`src/rtl/boot_loader_ctrl.sv`:
```
// Boot loader: assembles UART bytes into 16-bit words, writes them to instruction
// memory and holds the CPU in reset until a length/XOR-checked frame completes.
//
// state  | meaning
// -------+------------------------------------------------------------
// S_IDLE | waiting for boot_en, CPU released
// S_LEN  | waiting for the word-count header byte (no timeout)
// S_HI   | waiting for the high byte of the next word
// S_LO   | waiting for the low byte; accept issues the memory write
// S_CHK  | waiting for the XOR checksum byte
// S_DONE | frame good, CPU released, wait for boot_en to drop
// S_ERR  | frame bad or timed out, CPU held, wait for boot_en to drop
module boot_loader_ctrl #(
  parameter int ADDR_W      = 8,
  parameter int BASE_ADDR   = 0,
  parameter int TIMEOUT_CYC = 65536
) (
  input  logic              clk,
  input  logic              rst,
  input  logic              boot_en,
  input  logic              rx_rdy,
  input  logic [7:0]        rx_data,
  output logic              clr_rx_rdy,
  output logic              we,
  output logic [ADDR_W-1:0] waddr,
  output logic [15:0]       wdata,
  output logic              cpu_hold,
  output logic              done,
  output logic              err
);

  localparam int TO_W = $clog2(TIMEOUT_CYC + 1);

  typedef enum logic [2:0] {
    S_IDLE,
    S_LEN,
    S_HI,
    S_LO,
    S_CHK,
    S_DONE,
    S_ERR
  } state_t;

  state_t          state;
  state_t          state_nxt;
  logic [7:0]      len_q;
  logic [7:0]      idx_q;
  logic [7:0]      hi_q;
  logic [7:0]      acc_q;
  logic [TO_W-1:0] to_cnt;
  logic            consumed_q;
  logic            accept;
  logic            in_frame;
  logic            timed;
  logic            to_hit;

  always_comb begin
    in_frame   = (state == S_LEN) || (state == S_HI) || (state == S_LO) || (state == S_CHK);
    timed      = (state == S_HI) || (state == S_LO) || (state == S_CHK);
    // consumed_q blocks re-accepting a byte whose rx_rdy has not yet dropped
    accept     = in_frame && boot_en && rx_rdy && !consumed_q;
    to_hit     = timed && !accept && (to_cnt == TO_W'(TIMEOUT_CYC - 1));
    clr_rx_rdy = accept;
    cpu_hold   = in_frame || (state == S_ERR);
    done       = (state == S_DONE);
    err        = (state == S_ERR);
    state_nxt  = state;

    case (state)
      S_IDLE: begin
        if (boot_en) state_nxt = S_LEN;
      end
      S_LEN: begin
        if (!boot_en)    state_nxt = S_IDLE;
        else if (accept) state_nxt = (rx_data == 8'd0) ? S_ERR : S_HI;
      end
      S_HI: begin
        if (!boot_en)    state_nxt = S_IDLE;
        else if (accept) state_nxt = S_LO;
        else if (to_hit) state_nxt = S_ERR;
      end
      S_LO: begin
        if (!boot_en)    state_nxt = S_IDLE;
        else if (accept) state_nxt = ((idx_q + 8'd1) == len_q) ? S_CHK : S_HI;
        else if (to_hit) state_nxt = S_ERR;
      end
      S_CHK: begin
        if (!boot_en)    state_nxt = S_IDLE;
        else if (accept) state_nxt = (rx_data == acc_q) ? S_DONE : S_ERR;
        else if (to_hit) state_nxt = S_ERR;
      end
      S_DONE: begin
        if (!boot_en) state_nxt = S_IDLE;
      end
      S_ERR: begin
        if (!boot_en) state_nxt = S_IDLE;
      end
      default: state_nxt = S_IDLE;
    endcase
  end

  always_ff @(posedge clk) begin
    if (rst) begin
      state      <= S_IDLE;
      we         <= 1'b0;
      waddr      <= ADDR_W'(BASE_ADDR);
      wdata      <= 16'd0;
      len_q      <= 8'd0;
      idx_q      <= 8'd0;
      hi_q       <= 8'd0;
      acc_q      <= 8'd0;
      to_cnt     <= '0;
      consumed_q <= 1'b0;
    end else begin
      state <= state_nxt;
      we    <= 1'b0;

      if (!rx_rdy)     consumed_q <= 1'b0;
      else if (accept) consumed_q <= 1'b1;

      if (accept || !timed) to_cnt <= '0;
      else if (!to_hit)     to_cnt <= to_cnt + 1'b1;

      if (state == S_IDLE) begin
        idx_q <= 8'd0;
        acc_q <= 8'd0;
      end

      if (accept) begin
        case (state)
          S_LEN: len_q <= rx_data;
          S_HI: begin
            hi_q  <= rx_data;
            acc_q <= acc_q ^ rx_data;
          end
          S_LO: begin
            acc_q <= acc_q ^ rx_data;
            wdata <= {hi_q, rx_data};
            waddr <= ADDR_W'(BASE_ADDR) + ADDR_W'(idx_q);
            we    <= 1'b1;
            idx_q <= idx_q + 8'd1;
          end
          default: ;
        endcase
      end
    end
  end

endmodule

```
`config.mk`:
```
export PLATFORM = sky130hd
export DESIGN_NAME = boot_loader_ctrl
export DESIGN_NICKNAME = d
export VERILOG_FILES = /design/src/rtl/boot_loader_ctrl.sv
export SDC_FILE = /design/constraint.sdc
export NUM_CORES = 1
export LEC_CHECK = 0
export ABC_AREA = 0
export CORE_ASPECT_RATIO = 1.2
export CORE_UTILIZATION = 45
export DETAILED_ROUTE_END_ITERATION = 10
export PLACE_DENSITY_LB_ADDON = 0.08
export SLEW_MARGIN = 20
export SYNTH_ARGS = -nofsm -noshare
export SYNTH_HDL_FRONTEND = slang
export SYNTH_SLANG_ARGS = --single-unit
```
`constraint.sdc`:
```
create_clock -name clk -period 3.3 [get_ports clk]
set_clock_uncertainty 0.2 [all_clocks]
set_input_delay 0.66 -clock clk [delete_from_list [all_inputs] [get_ports clk]]
set_output_delay 0.66 -clock clk [all_outputs]
set_load 0.05 [all_outputs]
```
==> metrics.cfg, run 1 <==
[detailed_routing]
wl_met1_um = 3760
routed-via-count = 3136
wl_met2_um = 4170
wl_met3_um = 189
ant_nets = 0
routedWlPerCell_um = 14.4
drcViolationCount = 0
wirelength_um = 8300
drtIter0Drc = 168
drtPass1Iterations = 4
viasPerCell = 5.44
top_layer_used = met4

[logic_synthesis]
synth_fp_nets = 463
synth-edff-count = 0
ys_ff_latch = 78
synthCells = 448
seq_area_frac_synth_pct = 43.3
syn_area_per_cell_um2 = 8.06
synth_top_flop_cell = dfxtp_1
synthArstFlopShare_pct = 0
ys_warn_count = 0
synth.cell_area_um2 = 3610
synth_cell_types = 48

[power_and_ir_drop]
ir_drop_mv = 0.250
leakagePower_nw = 1.52
powerDensity_nw_per_um2 = 421
p_total_mw = 1.80

[flow_run]
drv_cap = 0

[worst_setup_path]
startpoint_type = register
arrival_ns = 2.18
worstSetupPathType = reg2out
reg2reg_from = idx_q[0]
crit_fanout = 17
r2r_cells = 6
crit_required_ns = 2.44
crit_path_start = state[2]
worstSetupEndpointType = output port

[global_route]
antenna_found_initial = 0
grt_pass1_vias = 2935
grt_pass1_wl_um = 13700
grt_overflow = 0
grt.total_usage_pct = 20.6
grt_max_degree = 33

[cts]
htreeDepth = 3
clockRootBuffer = clkbuf_8
postCtsSetupRepairBufs = 0
cts_max_path_buffers = 2
path_clk_slew_ns = 0.09
holdBufCountCts = 0
cts-buffers-inserted = 9
clock_sinks = 78
cts_tree = yes
clk_latency_ns = 0.37
cts_resized = 0

[min_path]
worstHoldStart = hi_q[7]
min_path_type = reg2reg
whs_path_depth = 2

[floorplan]
io_pins = 41
die_w_um = 83.8
die_area_um2 = 8390
start_util_pct = 46.8
rows = 35
core-area_um2 = 7710
fp.dieH_um = 100

[placed_design]
hpwl_um = 5730
place_congestion = 0.761
io_buffers = 40

[timing]
setup_viol_count_final = 0
layout_worst_path_cycle_share_pct = 92.2
slew_violations = 0
hold_viol_final = 0
setup_tns_ns = 0
fmax_mhz = 329
fin_crit_ns = 3.04
rsz0062_at_grt = false
slew_headroom_pct = 61.5
worst_pin_slew_ns = 0.577

[finish]
nets = 494
diodes = 0
syn_to_final_growth_pct = 18.8
final_cell_mix = dfxtp_1, nand2_1, a21oi_1, nor2_1, clkdlybuf4s50_1
mostFrequentLayoutCell = dfxtp_1
layout-drive-gt1-share_pct = 7.85

[status]
outcome = finished, final reports clean

[state kept, by name, summed over array words and instances (netlist names)]
signal	cells
state	3
idx_q	8
hi_q	8
waddr	8
to_cnt	17
wdata	16
consumed_q	1
we	1
len_q	8
acc_q	8
[path summary, 6_finish.rpt]
kind                                  end  slack [ns]
worst max-delay path             cpu_hold        0.26
worst min-delay path            wdata[15]        0.25
worst max register to register   state[2]        0.75
worst min register to register  wdata[15]        0.25
[layout make-up]
type	instances	area [um^2]
Clock buffer	10	128
Tap cell	92	115
Timing Repair Buffer	55	518
Fill cell	737	3420
Inverter	6	22.5
Clock inverter	6	71.3
Multi-Input combinational cell	329	1870
Sequential cell	78	1560
[layer usage]
metal | track usage (%) | vias up
met1 | 24.2 | 1478
met4 | 10.2 | 0
li1 | - | 1599
met5 | 0 | -
met3 | 3.54 | 14
met2 | 36.4 | 45
[worst max-delay path: stages (launching register included)]
cell and delay [ns]:
dfxtp_1 0.65, nor3_1 0.20, a21oi_1 0.16, clkdlybuf4s50_1 0.81
[where the power goes]
group | internal (mW) | leakage [nW] | switching [mW]
clock network | 0.355 | 0.0931 | 0.376
logic | 0.0457 | 0.801 | 0.0775
registers | 0.946 | 0.629 | 0.00515
[through the flow]
stage	setup WS [ns]	area, um^2	hold slack, ns	util (%)	std cells
5_1_grt	0.167	4290	0.256	55.6	576
3_3_place_gp	0.426	4090	0.244	53.1	560
2_1_floorplan	0.558	3610	0.228	-	448
4_1_cts	0.248	4290	0.249	55.6	576
3_5_place_dp	0.374	4090	0.246	53.1	560
6_report	0.258	4290	0.248	55.6	576
[cell usage after synthesis, types with 3 or more instances]
master | count | area (um^2)
mux2i_1 | 9 | 90.1
nand2_1 | 66 | 248
a211oi_1 | 3 | 22.5
nand4_1 | 8 | 50.1
o21ai_0 | 33 | 165
nor2b_1 | 5 | 31.3
a21oi_1 | 56 | 280
inv_1 | 6 | 22.5
nand3b_1 | 11 | 82.6
nor3b_1 | 3 | 22.5
dfxtp_1 | 78 | 1560
nor3_1 | 4 | 20.0
clkbuf_1 | 26 | 97.6
or3_1 | 11 | 68.8
ha_1 | 3 | 37.5
xnor2_1 | 13 | 114
xor2_1 | 15 | 131
and3_1 | 9 | 56.3
nand3_1 | 9 | 45.0
buf_2 | 5 | 25.0
nor2_1 | 42 | 158
[logic make-up (layout without fill, tap and decap cells)]
group / count (synthesis) / count (layout) / share of synthesized area (%)
AO/OA/AOI/OAI: 104 / 104 / 15.9
XOR/XNOR: 28 / 28 / 6.79
buffers and inverters: 41 / 77 / 4.89
adder cells (fa/ha/maj): 3 / 3 / 1.04
flip-flops: 78 / 78 / 43.3
AND/OR/NAND/NOR: 185 / 185 / 25.7
multiplexers: 9 / 9 / 2.50
No activity file was read; power rests on OpenSTA's default activity.
==> inputs of run 2 (changes only) <==
Settings changed: CTS_BUF_LIST set to sky130_fd_sc_hd__clkbuf_16.
==> metrics.cfg, run 2 (synthesis gave the netlist of run 1 again) <==
[cts]
cts-buffers-inserted = 9  ; unchanged
path_clk_slew_ns = 0.06  ; was 0.09 ns
cts_resized = 0  ; unchanged
clockRootBuffer = clkbuf_16  ; was clkbuf_8
postCtsSetupRepairBufs = 0  ; unchanged
holdBufCountCts = 0  ; unchanged
cts_tree = yes  ; unchanged
clock_sinks = 78  ; unchanged
htreeDepth = 3  ; unchanged
cts_max_path_buffers = 2  ; unchanged
clk_latency_ns = 0.34  ; was 0.37 ns

[detailed_routing]
viasPerCell = 5.46  ; was 5.44
drcViolationCount = 0  ; unchanged
routedWlPerCell_um = 14.4  ; about the same
ant_nets = 0  ; unchanged
drtIter0Drc = 147  ; was 168
wirelength_um = 8270  ; was 8300 um
drtPass1Iterations = 4  ; unchanged
routed-via-count = 3147  ; was 3136

[worst_setup_path]
crit_chain = nor3_1 > a21oi_1 > clkdlybuf4s50_1  ; unchanged
critPathBufInv = 1  ; unchanged
worstSetupPathType = reg2out  ; unchanged
worstSetupEndpointType = output port  ; unchanged
crit_family = buffers and inverters  ; unchanged
crit_fanout = 17  ; unchanged
crit_slowest_cell = clkdlybuf4s50_1  ; unchanged
crit_required_ns = 2.44  ; about the same
max_stage_delay_ns = 0.81  ; about the same
arrival_ns = 2.15  ; was 2.18 ns
rrSetupSlack_ns = 0.78  ; was 0.75 ns
startpoint_type = register  ; unchanged

[timing]
layout_worst_path_cycle_share_pct = 91.1  ; was 92.2%
fmax_mhz = 333  ; was 329 MHz
rsz0062_at_grt = false  ; unchanged
slew_headroom_pct = 61.0  ; was 61.5%
slew_violations = 0  ; unchanged
setup_tns_ns = 0  ; unchanged
setup_viol_count_final = 0  ; unchanged
fin_ws_ns = 0.294  ; was 0.258 ns
hold_viol_final = 0  ; unchanged
fin_crit_ns = 3.01  ; was 3.04 ns
timing.hold.ws_ns = 0.251  ; was 0.248 ns
worst_pin_slew_ns = 0.586  ; was 0.577 ns

[power_and_ir_drop]
powerDensity_nw_per_um2 = 470  ; was 421 nW/um^2
p_clk_share_pct = 47.9  ; was 40.5%
p_int_mw = 1.58  ; was 1.35 mW
ir_drop_mv = 0.341  ; was 0.250 mV
netSwitchingFraction_pct = 23.4  ; was 25.4%
p_sw_mw = 0.484  ; was 0.458 mW
p_seq_share_pct = 46.1  ; was 52.7%
share_comb_of_total_power_pct = 6.0  ; was 6.8%
p_total_mw = 2.06  ; was 1.80 mW
leakagePower_nw = 1.57  ; was 1.52 nW

[finish]
nFillCells = 729  ; was 737
nets = 494  ; unchanged
reg_top3 = to_cnt: 17 flops, wdata: 16 flops  ; unchanged
syn_to_final_growth_pct = 21.6  ; was 18.8%
mostFrequentLayoutCell = dfxtp_1  ; unchanged
fin_cells = 576  ; unchanged
fin_area_um2 = 4390  ; was 4290 um^2
regMostFlops = to_cnt  ; unchanged
layout-drive-gt1-share_pct = 7.85  ; unchanged
utilization_pct = 56.9  ; was 55.6%
final_cell_mix = dfxtp_1, nand2_1, a21oi_1, nor2_1, clkdlybuf4s50_1  ; unchanged
largest_reg_flops = 17  ; unchanged
diodes = 0  ; unchanged

[global_route]
grt_pass1_vias = 2926  ; was 2935
grt_max_degree = 33  ; unchanged
grt.total_usage_pct = 20.6  ; about the same
grt_overflow = 0  ; unchanged
grt_pass1_wl_um = 13800  ; was 13700 um
antenna_found_initial = 0  ; unchanged

[placed_design]
place_ws_ns = 0.374  ; unchanged
dp_cells = 560  ; unchanged
hpwl_um = 5730  ; unchanged
io_buffers = 40  ; unchanged
dpl_cell_area_um2 = 4090  ; unchanged
place_congestion = 0.761  ; unchanged

[floorplan]
die_area_um2 = 8390  ; unchanged
io_pins = 41  ; unchanged
die_w_um = 83.8  ; unchanged
start_util_pct = 46.8  ; unchanged
rows = 35  ; unchanged
fp.dieH_um = 100  ; unchanged
core-area_um2 = 7710  ; unchanged

[min_path]
min_path_type = reg2reg  ; unchanged

[status]
outcome = finished, final reports clean  ; unchanged

[flow_run]
drv_cap = 0  ; unchanged

-- run 2: cell count changes in the layout (fill, tap and decap cells not counted) --
cell / change
inv_1: +1
clkbuf_8: -9
clkbuf_1: -1
clkbuf_16: +9
-- run 2: final cells by class --
| type | count | area (um^2) | area share, % |
|---|---|---|---|
| Multi-Input combinational cell | 329 | 1870 | 42.6 |
| Sequential cell | 78 | 1560 | 35.6 |
| Timing Repair Buffer | 55 | 518 | 11.8 |
| Clock buffer | 9 | 225 | 5.13 |
| Tap cell | 92 | 115 | 2.62 |
| Clock inverter | 7 | 75.1 | 1.71 |
| Inverter | 6 | 22.5 | 0.513 |
-- run 2: worst min-delay path: cells and delay by family (launching register included) --
family	cells	cell delay, ns
AO/OA/AOI/OAI	1	0.05
flip-flops	1	0.31
AND/OR/NAND/NOR	1	0.06
-- run 2: worst paths after layout --
check	startpoint	endpoint	cells after the start
min reg2reg	hi_q[7]	wdata[15]	2
max	state[2]	cpu_hold	3
max reg2reg	idx_q[0]	state[2]	6
min	hi_q[7]	wdata[15]	2
-- run 2: power by group through the flow --
stage	Combinational, mW	Clock (mW)	Sequential (mW)
final	0.123	0.989	0.953
after global routing	0.133	1.05	0.953
after CTS	0.123	1.01	0.953
after detailed placement	0.123	0	0.974
after global placement	0.123	0	0.974
after floorplan	0.0750	0	0.973
-- run 2: metal layers --
| layer | up-vias | wire (um) | track usage, % |
|---|---|---|---|
| li1 | 1602 | - | - |
| met1 | 1485 | 3730 | 24.5 |
| met2 | 44 | 4170 | 36.3 |
| met3 | 16 | 188 | 3.29 |
| met4 | 0 | 184 | 10.2 |
| met5 | - | 0 | 0 |
==> inputs of run 3 (changes only) <==
Settings changed: TNS_END_PERCENT set to 1.
==> results of run 3 <==
Final layout, timing and power as in run 2 (identical DEF).
